===== src/rtl/window_fetch_ctrl.sv =====
// Sequencer for the 3x3 window builder: walks every interior pixel centre,
// fetches its nine neighbours over a req/ack handshake and presents the window.
module window_fetch_ctrl #(
  parameter int IMG_W  = 640,
  parameter int IMG_H  = 480,
  parameter int ADDR_W = 20
) (
  input  logic              clk,
  input  logic              n_rst,
  input  logic              start,
  output logic              mem_req,
  output logic [ADDR_W-1:0] mem_addr,
  input  logic              mem_ack,
  input  logic [7:0]        mem_rdata,
  output logic [7:0]        pixel,
  output logic              count_enable,
  output logic              clear,
  output logic              window_valid,
  input  logic              window_ready,
  output logic [15:0]       out_x,
  output logic [15:0]       out_y,
  output logic              busy,
  output logic              done
);

  typedef enum logic [2:0] {IDLE, CLEAR, REQ, LOAD, PRESENT, NEXT, DONE} state_t;

  state_t     state;
  logic [3:0] tap;

  // Taps are row-major around the centre, so tap t sits at row t/3, column t%3.
  function automatic logic [ADDR_W-1:0] tap_addr(input logic [15:0] x, input logic [15:0] y,
                                                 input logic [3:0] t);
    logic [ADDR_W-1:0] r;
    logic [ADDR_W-1:0] c;
    case (t)
      4'd0, 4'd1, 4'd2: r = '0;
      4'd3, 4'd4, 4'd5: r = ADDR_W'(1);
      default:          r = ADDR_W'(2);
    endcase
    case (t)
      4'd0, 4'd3, 4'd6: c = '0;
      4'd1, 4'd4, 4'd7: c = ADDR_W'(1);
      default:          c = ADDR_W'(2);
    endcase
    return (ADDR_W'(y) + r - ADDR_W'(1)) * ADDR_W'(IMG_W) + ADDR_W'(x) + c - ADDR_W'(1);
  endfunction

  always_ff @(posedge clk or negedge n_rst) begin
    if (!n_rst) begin
      state        <= IDLE;
      tap          <= '0;
      mem_req      <= 1'b0;
      mem_addr     <= '0;
      pixel        <= '0;
      count_enable <= 1'b0;
      clear        <= 1'b0;
      window_valid <= 1'b0;
      out_x        <= '0;
      out_y        <= '0;
      busy         <= 1'b0;
      done         <= 1'b0;
    end else begin
      clear        <= 1'b0;
      count_enable <= 1'b0;
      done         <= 1'b0;
      case (state)
        IDLE: begin
          if (start) begin
            out_x <= 16'd1;
            out_y <= 16'd1;
            tap   <= '0;
            clear <= 1'b1;
            busy  <= 1'b1;
            state <= CLEAR;
          end
        end
        CLEAR: begin
          mem_req  <= 1'b1;
          mem_addr <= tap_addr(out_x, out_y, 4'd0);
          state    <= REQ;
        end
        REQ: begin
          if (mem_ack) begin
            pixel        <= mem_rdata;
            mem_req      <= 1'b0;
            count_enable <= 1'b1;
            state        <= LOAD;
          end
        end
        LOAD: begin
          if (tap == 4'd8) begin
            window_valid <= 1'b1;
            state        <= PRESENT;
          end else begin
            tap      <= tap + 4'd1;
            mem_req  <= 1'b1;
            mem_addr <= tap_addr(out_x, out_y, tap + 4'd1);
            state    <= REQ;
          end
        end
        PRESENT: begin
          if (window_ready) begin
            window_valid <= 1'b0;
            state        <= NEXT;
          end
        end
        NEXT: begin
          if (out_x < 16'(IMG_W - 2)) begin
            out_x <= out_x + 16'd1;
          end else begin
            out_x <= 16'd1;
            out_y <= out_y + 16'd1;
          end
          // The coordinates are advanced even after the last window; DONE freezes them.
          if (out_x == 16'(IMG_W - 2) && out_y == 16'(IMG_H - 2)) begin
            done  <= 1'b1;
            state <= DONE;
          end else begin
            tap   <= '0;
            clear <= 1'b1;
            state <= CLEAR;
          end
        end
        DONE: begin
          busy  <= 1'b0;
          state <= IDLE;
        end
        default: begin
          mem_req      <= 1'b0;
          window_valid <= 1'b0;
          busy         <= 1'b0;
          state        <= IDLE;
        end
      endcase
    end
  end

endmodule


===== config.mk =====
export PLATFORM = sky130hd
export DESIGN_NAME = window_fetch_ctrl
export DESIGN_NICKNAME = d
export VERILOG_FILES = /design/src/rtl/window_fetch_ctrl.sv
export SDC_FILE = /design/constraint.sdc
export NUM_CORES = 1
export LEC_CHECK = 0
export BUFFER_PORTS_ARGS = -buffer_cell sky130_fd_sc_hd__buf_2
export CELL_PAD_IN_SITES_DETAIL_PLACEMENT = 1
export CELL_PAD_IN_SITES_GLOBAL_PLACEMENT = 2
export CORE_UTILIZATION = 40
export CTS_CLUSTER_SIZE = 30
export DETAILED_ROUTE_END_ITERATION = 7
export PLACE_DENSITY = 0.88
export RECOVER_POWER = 100
export REMOVE_ABC_BUFFERS = 1
export SYNTH_ARGS = -nofsm -noshare
export SYNTH_HDL_FRONTEND = slang
export SYNTH_SLANG_ARGS = --single-unit
export TNS_END_PERCENT = 50

===== constraint.sdc =====
create_clock -name clk -period 13.8 [get_ports clk]
set_input_delay 2.76 -clock clk [delete_from_list [all_inputs] [get_ports clk]]
set_output_delay 2.76 -clock clk [all_outputs]
set_load 0.05 [all_outputs]

Yosys cells after proc, flatten, opt, wreduce, memory -nomap -nowiden --
Cells that the tools add are included.
Storage, ports and cells: output and inout port bits 66, logic and storage cells 115, bits of input ports 13, bits in registers 73
Cells by class: add/subtract/negate cells 13, bitwise logic cells 3, eq/ne operators 23, reduce and logical (&&, ||, !) cells 22, mux-type cells 39, $mul 2, $lt $le $gt $ge 1
Operators with widths (count):
- 2-to-1 mux 20 bit | 6
- subtractor 20 x 1 -> 20 bit (second input constant) | 4
- case mux 16 bit (2 select lines) | 2
- 2-to-1 mux 16 bit | 3
- adder 16 x 20 -> 20 bit | 2
- adder 20 x 16 -> 20 bit | 2
- adder 20 bit | 2
- multiplier 20 x 3 -> 13 bit (second input constant) | 2
- case mux 20 bit (2 select lines) | 1
- adder 16 x 1 -> 16 bit (second input constant) | 2
- case mux 3 bit (6 select lines) | 1
- == test 16 x 10 -> 1 bit (second input constant) | 1
- == test 16 x 9 -> 1 bit (second input constant) | 1
- == test 4 x 3 -> 1 bit (second input constant) | 4
- less-than comparator 16 x 10 -> 1 bit (second input constant) | 1
- 2-to-1 mux 3 bit | 5
- inequality test 2 bit (second input constant) | 7
- 2-to-1 mux 4 bit | 3
- case mux 4 bit (3 select lines) | 1
- AND reduction 3 bit | 4
- OR reduction 3 bit | 4
- 2-to-1 mux 1 bit | 11
- OR reduction 5 bit | 2
- == test 3 bit (second input constant) | 3
- 19 further kinds | 29

Depth between registers and ports, before layout --
Gate-level depths: netlist of the first run.
depth after elaboration 14, depth in mapped cells 31

Worst setup path before layout of the first run --
OpenSTA, ideal clock, no wires.
kind register -> register, start point reg tap[0], end point reg mem_addr[19], library setup time 0.130 ns, stages on the path, launching flop included 29, slack 8.262 ns, data required time 13.670 ns, arrival 5.408 ns, cells stage by stage dfrtp_1 > ha_1 > xor2_1 > o21bai_1 > a21oi_1 > ha_1 > inv_1 > ha_1 > fa_1 > xnor2_1 > ha_1 > ha_1 > inv_1 > fa_1 > nor2b_1 > o21ai_0 > nand2b_1 > xnor2_1 > ha_1 > inv_1 > ha_1 > a21o_1 > a21oi_1 > o21bai_1 > a21o_1 > a21o_2 > a21oi_1 > or3_1 > nand3_1
Between the ends: cells in the longest elaborated chain, start to end 14
RTL lines:
- start, declared | line 29 | logic [3:0] tap;
- start signal, assigned | line 96 | tap <= tap + 4'd1;
- adder 4 x 1 -> 4 bit | line 98 | mem_addr <= tap_addr(out_x, out_y, tap + 4'd1);
- == test 4 x 3 -> 1 bit, or another cell as far along | line 36, 41
- OR reduction 3 bit | line 36 | case (t)
- case mux 2 bit (2 select lines) | line 36
- 2-to-1 mux 20 bit | line 92 | if (tap == 4'd8) begin
- 2-to-1 mux 20 bit | line 67 | case (state)
- adder 16 x 20 -> 20 bit | line 46 | return (ADDR_W'(y) + r - ADDR_W'(1)) * ADDR_W'(IMG_W) + ADDR_W'(x) + c - ADDR_W'(1);
- subtractor 20 x 1 -> 20 bit | line 46
- multiplier 20 x 3 -> 13 bit | line 46
- adder 20 x 16 -> 20 bit | line 46
- adder 20 bit | line 46
- subtractor 20 x 1 -> 20 bit | line 46
- 2-to-1 mux 20 bit | line 92
- case mux 20 bit (2 select lines) | line 67
- end signal, assigned | line 80 | mem_addr <= tap_addr(out_x, out_y, 4'd0);
- end signal, assigned | line 98
- end, declared | line 12 | output logic [ADDR_W-1:0] mem_addr,
Parallel ways exist; a longest one is shown, timed or not. The select of a mux whose other input is x is not followed. A chain may end at the register's enable or synchronous reset.

==> metrics.cfg, run 1 <==
[synth]
yosysSeqAreaShare = 0.238
synth-main-ff-cell = dfrtp_1
synth_top_area_frac = 0.238
mappedNetlistArea_um2 = 7660
yosysWarnings = 0
synthArstFlopShare = 1.00
synthTopCellsByArea = dfrtp_1 (24%), ha_1 (22%), xnor2_1 (6.3%), inv_1 (5.2%), nand2_1 (4.0%)
syn_avg_cell_area_um2 = 8.31
synth_cells = 922
ys_types = 70
synth-edff-count = 0
yosys.area.top_type = dfrtp_1
ys_ff_latch = 73

[worst_setup_path]
required_ns = 13.24
critPathTopFamily = buffers and inverters
endpoint_kind = async pin
startpoint = n_rst
crit_path_top_delay_cell = clkbuf_1
cp-start-kind = primary input
worstSetupPathType = in2async
r2r_start = tap[0]$_DFFE_PN0P_
worstPathArrival_ns = 5.79
cp_max_fo = 73
crit_chain = clkbuf_1
path_buf_inv = 1
max_stage_delay_ns = 2.95

[timing]
fin_crit_sh = 0.461
fin_ws_ns = 7.44
worstMarginPinSlew_ns = 4.29
clock_skew_ns = 0.0154
fmax_mhz = 157
rsz0062_at_grt = no
setup-violations-final = 0
maxSlewViolCount = 91
setup_tns_ns = 0
relSlewSlack = -1.86
finalHoldViolCount = 0
fin_crit_ns = 6.36

[clock_tree]
clock_latency_ns = 0.35
cts_resized = 0
post_cts_buffers = 0
cts_tree = built
cts.clk_slew.worst_paths_ns = 0.06
cts_sinks = 73
htree_levels = 3
cts_hold_buf = 0
cts_root_buffer = clkbuf_16
cts_buffers = 9
max-clock-path-buffers = 2

[detailed_routing]
wl_um = 22000
drt_iter0_markers = 260
vias_per_cell = 5.49
remaining_drc_errors = 0
antenna_left = 0
first_pass_iters = 4
num_vias = 6754
avgRoutedWirePerCell_um = 17.9

[global_route]
grt_overflow = 0
met1_usage = 0.322
grt_usage = 0.234
top_usage_layer = met2
grtUsageMet2 = 0.389
grt_use_met3 = 0.0226
grt_max_degree = 74
grt_pass1_vias = 7001
antenna_found_initial = 0
grt_pass1_wl_um = 36500

[placement]
gp_congestion = 0.815
placement.cell_area_um2 = 8260
place_ws_ns = 7.70
dp_hpwl_um = 17100
port_buffers = 78

[floorplan]
row_count = 50
ios = 79
dieArea_um2 = 19700
core_area_um2 = 18800
die_w_um = 140
start_util = 0.408
die_height_um = 140

[worst_hold_path]
min_from = mem_addr[8]$_DFFE_PN0P_
hold_path_class = reg2reg

[layout]
area_growth_pct = 11.2
drive_gt1_frac = 0.0502
nNetsFinal = 1144
post-route-cell-area_um2 = 8520
finalCoreUtilization = 0.454
diodes = 0
layout_common_cells = ha_1 (135), inv_1 (107), nand2_1 (81), dfrtp_1 (73), nor2_1 (72)
mostFrequentLayoutCell = ha_1

[outcome]
failed_checks = max-capacitance violations, max-slew violations
status = finished, violations left

[run]
max_cap_violations = 2

==> through the flow <==
step / instances / hold WS [ns]
6_report: 1230 / 0.466
5_1_grt: 1230 / 0.505
4_1_cts: 1230 / 0.466
3_5_place_dp: 1214 / 0.452
3_3_place_gp: 1214 / 0.448
2_1_floorplan: 899 / 0.516
==> worst paths after layout <==
check / endpoint / cells past startpoint / slack (ns)
worst max register to register: mem_addr[19]$_DFFE_PN0P_ / 28 / 7.63
worst min register to register: mem_addr[8]$_DFFE_PN0P_ / 2 / 0.47
worst min-delay path: mem_addr[8]$_DFFE_PN0P_ / 2 / 0.47
worst max-delay path: out_y[12]$_DFFE_PN0P_ / 1 / 7.44
max in group clk: mem_addr[19]$_DFFE_PN0P_ / 28 / 7.63
min in group asynchronous: mem_addr[19]$_DFFE_PN0P_ / 1 / 3.91
==> registers in the layout, indices dropped and copies added, names as in the netlist <==
register and cells:
busy 1, mem_addr 20, tap 4, state 3, clear 1, out_y 16
pixel 8, count_enable 1, mem_req 1, out_x 16, done 1, window_valid 1
==> logic make-up (layout without fill, tap and decap cells) <==
family	count (synthesis)	count (layout)	synth area share
and+or+nand+nor	274	274	0.175
AOI/OAI and AO/OA	217	217	0.182
adders and majority gates	140	140	0.234
buffers and inverters	130	204	0.0679
xor gates and xnor gates	77	77	0.0880
DFF	73	73	0.238
muxes	11	11	0.0157
==> routing by layer <==
layer / part of all wire / vias up
li1: - / 3340
met1: 0.49 / 3290
met2: 0.47 / 103
met3: 0.026 / 21
met4: 0.015 / 0
met5: 0 / -
==> Yosys cell counts, drive strengths merged (8+ instances only) <==
| master | count |
|---|---|
| a21o | 21 |
| a21oi | 60 |
| a31oi | 10 |
| and2 | 9 |
| clkbuf | 19 |
| dfrtp | 73 |
| ha | 135 |
| inv | 107 |
| mux2 | 8 |
| nand2 | 81 |
| nand2b | 15 |
| nand3 | 22 |
| nand4 | 10 |
| nor2 | 72 |
| nor2b | 8 |
| nor3 | 14 |
| o211ai | 13 |
| o21a | 8 |
| o21ai | 54 |
| xnor2 | 55 |
| xor2 | 22 |
==> layout make-up <==
cell class,instances,area (µm²)
Clock inverter,7,141
Sequential cell,73,1830
Clock buffer,9,225
Multi-Input combinational cell,719,5310
Inverter,107,402
Fill cell,2358,10200
Timing Repair Buffer,81,325
Tap cell,234,293
Power of run 1 is not shown: default switching activity piles up to over one toggle a cycle in this logic, so the estimate is an artifact.
==> run 2: changes to the inputs <==
--- a/config.mk
+++ b/config.mk
@@ -8,10 +8,10 @@
 export BUFFER_PORTS_ARGS = -buffer_cell sky130_fd_sc_hd__buf_2
 export CELL_PAD_IN_SITES_DETAIL_PLACEMENT = 1
 export CELL_PAD_IN_SITES_GLOBAL_PLACEMENT = 2
-export CORE_UTILIZATION = 40
+export CORE_UTILIZATION = 37
 export CTS_CLUSTER_SIZE = 30
 export DETAILED_ROUTE_END_ITERATION = 7
-export PLACE_DENSITY = 0.88
+export PLACE_DENSITY = 0.82
 export RECOVER_POWER = 100
 export REMOVE_ABC_BUFFERS = 1
 export SYNTH_ARGS = -nofsm -noshare
==> constraint.sdc (replaced) <==
create_clock -name clk -period 6.1 [get_ports clk]
set_input_delay 1.22 -clock clk [delete_from_list [all_inputs] [get_ports clk]]
set_output_delay 1.22 -clock clk [all_outputs]
set_load 0.05 [all_outputs]
==> run 2 against run 1 <==
Die area rose by 8.0%. Flip-flop and latch count did not move. Count of clock-buffer cells in the layout rose by 1. The run still ends with max-capacitance violations, max-slew violations left. Final cell count rose by 3.6%.
==> metrics.cfg, run 2 (synthesis results as in run 1) <==
[worst_setup_path]
required_ns = 6.34  ; -6.90 ns
cp-start-kind = register
crit_path_top_delay_cell = dfrtp_2
reg2reg_depth = 28  ; unchanged
startpoint = tap[0]$_DFFE_PN0P_
worstPathArrival_ns = 5.88  ; +0.09 ns
path_common_cell = ha_1
r2r_end = mem_addr[19]$_DFFE_PN0P_
path_buf_inv = 3  ; +2
cp_num_cells = 28  ; +27
cp-endpoint = mem_addr[19]$_DFFE_PN0P_
worstSetupPathType = reg2reg
rrSetupSlack_ns = 0.47  ; -7.16 ns
max_stage_delay_ns = 0.45  ; -2.50 ns
endpoint_kind = register
cp_max_fo = 7  ; -90%
r2r_start = tap[0]$_DFFE_PN0P_
critPathTopFamily = adder cells

[placement]
dp_hpwl_um = 17200  ; +0.57%
place_ws_ns = 0.380  ; -7.32 ns
gp_congestion = 0.824  ; +1.1%
port_buffers = 78  ; unchanged

[timing]
setup-violations-final = 0  ; unchanged
fmax_mhz = 178
worstMarginPinSlew_ns = 4.08  ; -0.214 ns
finalHoldViolCount = 0  ; unchanged
clock_skew_ns = 0.0196  ; +0.00422 ns
maxSlewViolCount = 91  ; unchanged
holdWs_ns = 0.467  ; +0.000930 ns
fin_crit_sh = 0.924
fin_crit_ns = 5.63
fin_ws_ns = 0.467  ; -6.98 ns
setup_tns_ns = 0  ; unchanged
relSlewSlack = -1.72  ; +0.143
rsz0062_at_grt = no

[detailed_routing]
vias_per_cell = 5.25  ; -4.5%
num_vias = 6683  ; -1.1%
antenna_left = 0  ; unchanged
avgRoutedWirePerCell_um = 17.2  ; -4.0%
wl_um = 21900  ; -0.54%
remaining_drc_errors = 0  ; unchanged
drt_iter0_markers = 285  ; +9.6%
first_pass_iters = 4  ; unchanged

[global_route]
grt_pass1_wl_um = 36300  ; -0.47%
grt_overflow = 0  ; unchanged
grt_usage = 0.214  ; -0.0203
grt_max_degree = 74  ; unchanged
grt_pass1_vias = 6719  ; -4.0%
antenna_found_initial = 1  ; +1

[floorplan]
dieArea_um2 = 21300  ; +8.0%
core_area_um2 = 20200  ; +7.8%
start_util = 0.379  ; -0.0296
ios = 79  ; unchanged
die_height_um = 146  ; +3.9%
die_w_um = 146  ; +3.9%
row_count = 52  ; +4.0%

[clock_tree]
cts_root_buffer = clkbuf_16
cts_tree = built
cts_hold_buf = 0  ; unchanged
max-clock-path-buffers = 2  ; unchanged
htree_levels = 3  ; unchanged
clock_latency_ns = 0.36  ; about the same
cts_buffers = 9  ; unchanged
cts.clk_slew.worst_paths_ns = 0.08  ; +0.02 ns
cts_sinks = 73  ; unchanged

[layout]
multi_input_area_um2 = 5330  ; +0.52%
top_regs = mem_addr: 20 flops, out_x: 16 flops, out_y: 16 flops
drive_gt1_frac = 0.0637  ; +0.0135
largest_reg_flops = 20  ; unchanged
nNetsFinal = 1152  ; +0.70%
diodes = 0  ; unchanged
mostFrequentLayoutCell = ha_1
n_fill_cell = 2496  ; +5.9%
layout_common_cells = ha_1 (135), inv_1 (107), nand2_1 (81), dfrtp_1 (72)
register_area_um2 = 1830  ; about the same
area_growth_pct = 12.0
top_register = mem_addr

[outcome]
failed_checks = max-capacitance violations, max-slew violations
status = finished, violations left

[worst_hold_path]
hold_path_class = reg2reg

[run]
max_cap_violations = 2  ; unchanged

run 2: changes by cell type in the layout (fill, tap and decap cells not counted), moves of 2 or more:
cell,change
nor2_1,-2
nor2_2,+2
clkbuf_1,+2
buf_4,+7
bufinv_16,-3
run 2: stage by stage:
| stage | utilization | std cells | instance area, µm² |
|---|---|---|---|
| floorplan | - | 899 | 7540 |
| global placement | 0.413 | 1258 | 8360 |
| detailed placement | 0.413 | 1258 | 8360 |
| CTS | 0.428 | 1274 | 8660 |
| global route | 0.424 | 1274 | 8580 |
| finish | 0.424 | 1274 | 8580 |
run 2: repair_timing:
item | in CTS | in global routing
resized for setup | 0 | 10
setup buffers | 0 | 0
hold endpoints to repair | 0 | 0
setup endpoints to repair | 0 | 2
run 2: worst min path at each step:
stage,startpoint,to,slack (ns),cells past startpoint
6_report,mem_addr[8]$_DFFE_PN0P_,mem_addr[8]$_DFFE_PN0P_,0.47,2
2_1_floorplan,tap[2]$_DFFE_PN0P_,tap[2]$_DFFE_PN0P_,0.52,1
5_1_grt,mem_addr[8]$_DFFE_PN0P_,mem_addr[8]$_DFFE_PN0P_,0.51,2
3_5_place_dp,mem_addr[8]$_DFFE_PN0P_,mem_addr[8]$_DFFE_PN0P_,0.46,2
3_3_place_gp,mem_addr[8]$_DFFE_PN0P_,mem_addr[8]$_DFFE_PN0P_,0.45,2
4_1_cts,mem_addr[8]$_DFFE_PN0P_,mem_addr[8]$_DFFE_PN0P_,0.47,2
run 2: per-layer routing:
metal / vias up / share of wire / global-route usage
li1: 3357 / - / -
met1: 3220 / 0.50 / 0.305
met2: 96 / 0.46 / 0.346
met3: 10 / 0.033 / 0.0273
met4: 0 / 0.0070 / 0.0379
met5: - / 0 / 0
run 2: area by class of cell:
type,instances,share of cell area
flip-flops and latches,73,0.213
well taps,270,0.0394
clock buffers,10,0.0267
clock inverters,6,0.00788
multi-input cells,719,0.622
repair buffers,89,0.0445
inverters,107,0.0468
run 2: worst reg2reg max path: cells and delay by family (launching register included):
| kind | cells | cell delay (ns) |
|---|---|---|
| flip-flops | 1 | 0.45 |
| AND/OR/NAND/NOR | 4 | 0.46 |
| XOR/XNOR | 3 | 0.59 |
| buffers and inverters | 3 | 0.15 |
| AO/OA/AOI/OAI | 9 | 1.36 |
| adder cells (fa/ha/maj) | 9 | 2.52 |
Power of run 2 is left out for the same reason.
==> run 3: changes to the inputs <==
--- a/config.mk
+++ b/config.mk
@@ -5,12 +5,13 @@
 export SDC_FILE = /design/constraint.sdc
 export NUM_CORES = 1
 export LEC_CHECK = 0
-export BUFFER_PORTS_ARGS = -buffer_cell sky130_fd_sc_hd__buf_2
+export CAP_MARGIN = 40
 export CELL_PAD_IN_SITES_DETAIL_PLACEMENT = 1
 export CELL_PAD_IN_SITES_GLOBAL_PLACEMENT = 2
-export CORE_UTILIZATION = 37
+export CORE_UTILIZATION = 40
 export CTS_CLUSTER_SIZE = 30
 export DETAILED_ROUTE_END_ITERATION = 7
+export DONT_BUFFER_PORTS = 1
 export PLACE_DENSITY = 0.82
 export RECOVER_POWER = 100
 export REMOVE_ABC_BUFFERS = 1
==> run 3 against run 2 <==
The flow now finishes without violations. Non-clock buffer count fell by 73. Die area fell by 7.4%. Highest routed layer unchanged. Design area fell by 3.2%. Hold slack improved by 0.082 ns. Worst setup slack got worse by 0.053 ns. Maximum frequency fell by 0.93%. Via count fell by 3.9%. Final cell count fell by 8.6%. Flip-flop and latch count did not move. Count of clock-buffer cells in the layout fell by 1. Routed wire length fell by 1.8%. Critical path type unchanged. Register-to-register slack got worse by 0.05 ns.
==> metrics.cfg, run 3 (synthesis results as in run 1) <==
[timing]
fmax_mhz = 176  ; -0.93%
maxSlewViolCount = 0  ; -100%
rsz0062_at_grt = no
relSlewSlack = 0.226  ; +1.95
clock_skew_ns = 0.0193  ; -0.000289 ns
finalHoldViolCount = 0  ; unchanged
fin_crit_sh = 0.932  ; +0.00865
fin_crit_ns = 5.69  ; +0.0527 ns
setup_tns_ns = 0  ; unchanged
holdWs_ns = 0.549  ; +0.0819 ns
setup-violations-final = 0  ; unchanged
worstMarginPinSlew_ns = 1.16  ; -2.92 ns

[detailed_routing]
avgRoutedWirePerCell_um = 18.4  ; +7.4%
top_layer = met4
antenna_left = 0  ; unchanged
wl_um = 21500  ; -1.8%
num_vias = 6424  ; -3.9%
met2_length_um = 9650  ; -3.6%
vias_per_cell = 5.51  ; +5.1%
first_pass_iters = 4  ; unchanged
remaining_drc_errors = 0  ; unchanged
wl_met3_um = 926  ; +28%
wl_met1_um = 10700  ; -2.8%
drt_iter0_markers = 260  ; -8.8%

[clock_tree]
cts_tree = built
post_cts_buffers = 0  ; unchanged
clock_latency_ns = 0.36  ; about the same
cts_root_buffer = clkbuf_16
cts_sinks = 73  ; unchanged
cts.clk_slew.worst_paths_ns = 0.08  ; about the same
cts_buffers = 9  ; unchanged
max-clock-path-buffers = 2  ; unchanged
htree_levels = 3  ; unchanged

[layout]
layout_common_cells = ha_1 (134), inv_1 (107), nand2_1 (81), nor2_1 (71), dfrtp_1 (71)
diodes = 0  ; unchanged
mostFrequentLayoutCell = ha_1
n_fill_cell = 2274  ; -8.9%
drive_gt1_frac = 0.0623  ; -0.00145
register_area_um2 = 1830  ; about the same
area_growth_pct = 8.39
largest_reg_flops = 20  ; unchanged
nNetsFinal = 1079  ; -6.3%
multi_input_area_um2 = 5360  ; +0.47%
fin_cells = 1165  ; -8.6%
top_regs = mem_addr: 20 flops, out_x: 16 flops, out_y: 16 flops
top_register = mem_addr

[worst_setup_path]
startpoint = tap[0]$_DFFE_PN0P_
r2r_end = mem_addr[19]$_DFFE_PN0P_
max_stage_delay_ns = 0.43  ; -0.02 ns
required_ns = 6.33  ; about the same
worstPathArrival_ns = 5.92  ; +0.04 ns
worstSetupPathType = reg2reg
cp-start-kind = register
r2r_start = tap[0]$_DFFE_PN0P_
reg2reg_depth = 28  ; unchanged
cp_max_fo = 7  ; unchanged
rrSetupSlack_ns = 0.41  ; -0.05 ns
crit_path_top_delay_cell = dfrtp_2
endpoint_kind = register
path_common_cell = ha_1

[global_route]
grt_pass1_vias = 6545  ; -2.6%
antenna_found_initial = 1  ; unchanged
grt_overflow = 0  ; unchanged
grt_usage = 0.229  ; +0.0152
grt_pass1_wl_um = 35400  ; -2.5%
grt_max_degree = 74  ; unchanged

[floorplan]
ios = 79  ; unchanged
die_height_um = 140  ; -3.8%
row_count = 50  ; -3.8%
dieArea_um2 = 19700  ; -7.4%
core_area_um2 = 18800  ; -7.2%
die_w_um = 140  ; -3.8%
start_util = 0.408  ; +0.0296

[placement]
dp_hpwl_um = 16800  ; -2.1%
gp_congestion = 0.784  ; -4.8%
placed_cells = 1149  ; -8.7%
port_buffers = 0  ; -100%

[outcome]
status = completed

[run]
max_cap_violations = 0  ; -2

[worst_hold_path]
hold_path_class = in2async

## run 3: how the worst max path moves through the flow
stage | end | slack, ns | depth (start not counted)
global placement | mem_addr[19]$_DFFE_PN0P_ | 0.22 | 28
CTS | mem_addr[19]$_DFFE_PN0P_ | 0.02 | 28
global route | mem_addr[19]$_DFFE_PN0P_ | 0.02 | 24
finish | mem_addr[19]$_DFFE_PN0P_ | 0.41 | 28
floorplan | mem_addr[19]$_DFFE_PN0P_ | 0.56 | 28
detailed placement | mem_addr[19]$_DFFE_PN0P_ | 0.08 | 28
## run 3: final cells by class
cell class	instances	share of cell area
clock buffers	9	0.0271
clock inverters	7	0.00949
well taps	234	0.0353
flip-flops and latches	73	0.220
multi-input cells	719	0.645
repair buffers	16	0.0142
inverters	107	0.0484
## run 3: metal layers
layer / global-route usage / up-vias
met5: 0 / -
met4: 0.0474 / 0
met1: 0.317 / 3112
li1: - / 3210
met2: 0.369 / 90
met3: 0.0424 / 12
## run 3: timing repair
| item | in CTS | in global routing |
|---|---|---|
| hold buffers | 0 | 0 |
| resized for setup | 0 | 13 |
| endpoints found under the hold margin | 0 | 0 |
| setup endpoints to repair | 0 | 5 |
## run 3: per-stage QoR
stage               utilization  setup WS, ns  instance area, µm²
finish                    0.442         0.414                8300
global route              0.442        0.0218                8300
CTS                       0.441        0.0161                8280
detailed placement        0.425        0.0785                7980
global placement          0.423         0.218                7950
floorplan                     -         0.562                7540
## run 3: worst max-delay path: cells and delay by family, from the launching register on
kind / cells / cell delay [ns]
fa+ha+maj: 9 / 2.57
compound gates: 9 / 1.31
xor+xnor: 3 / 0.63
flops: 1 / 0.43
simple gates: 4 / 0.47
buf+inv: 3 / 0.14
Power of run 3 is left out for the same reason.
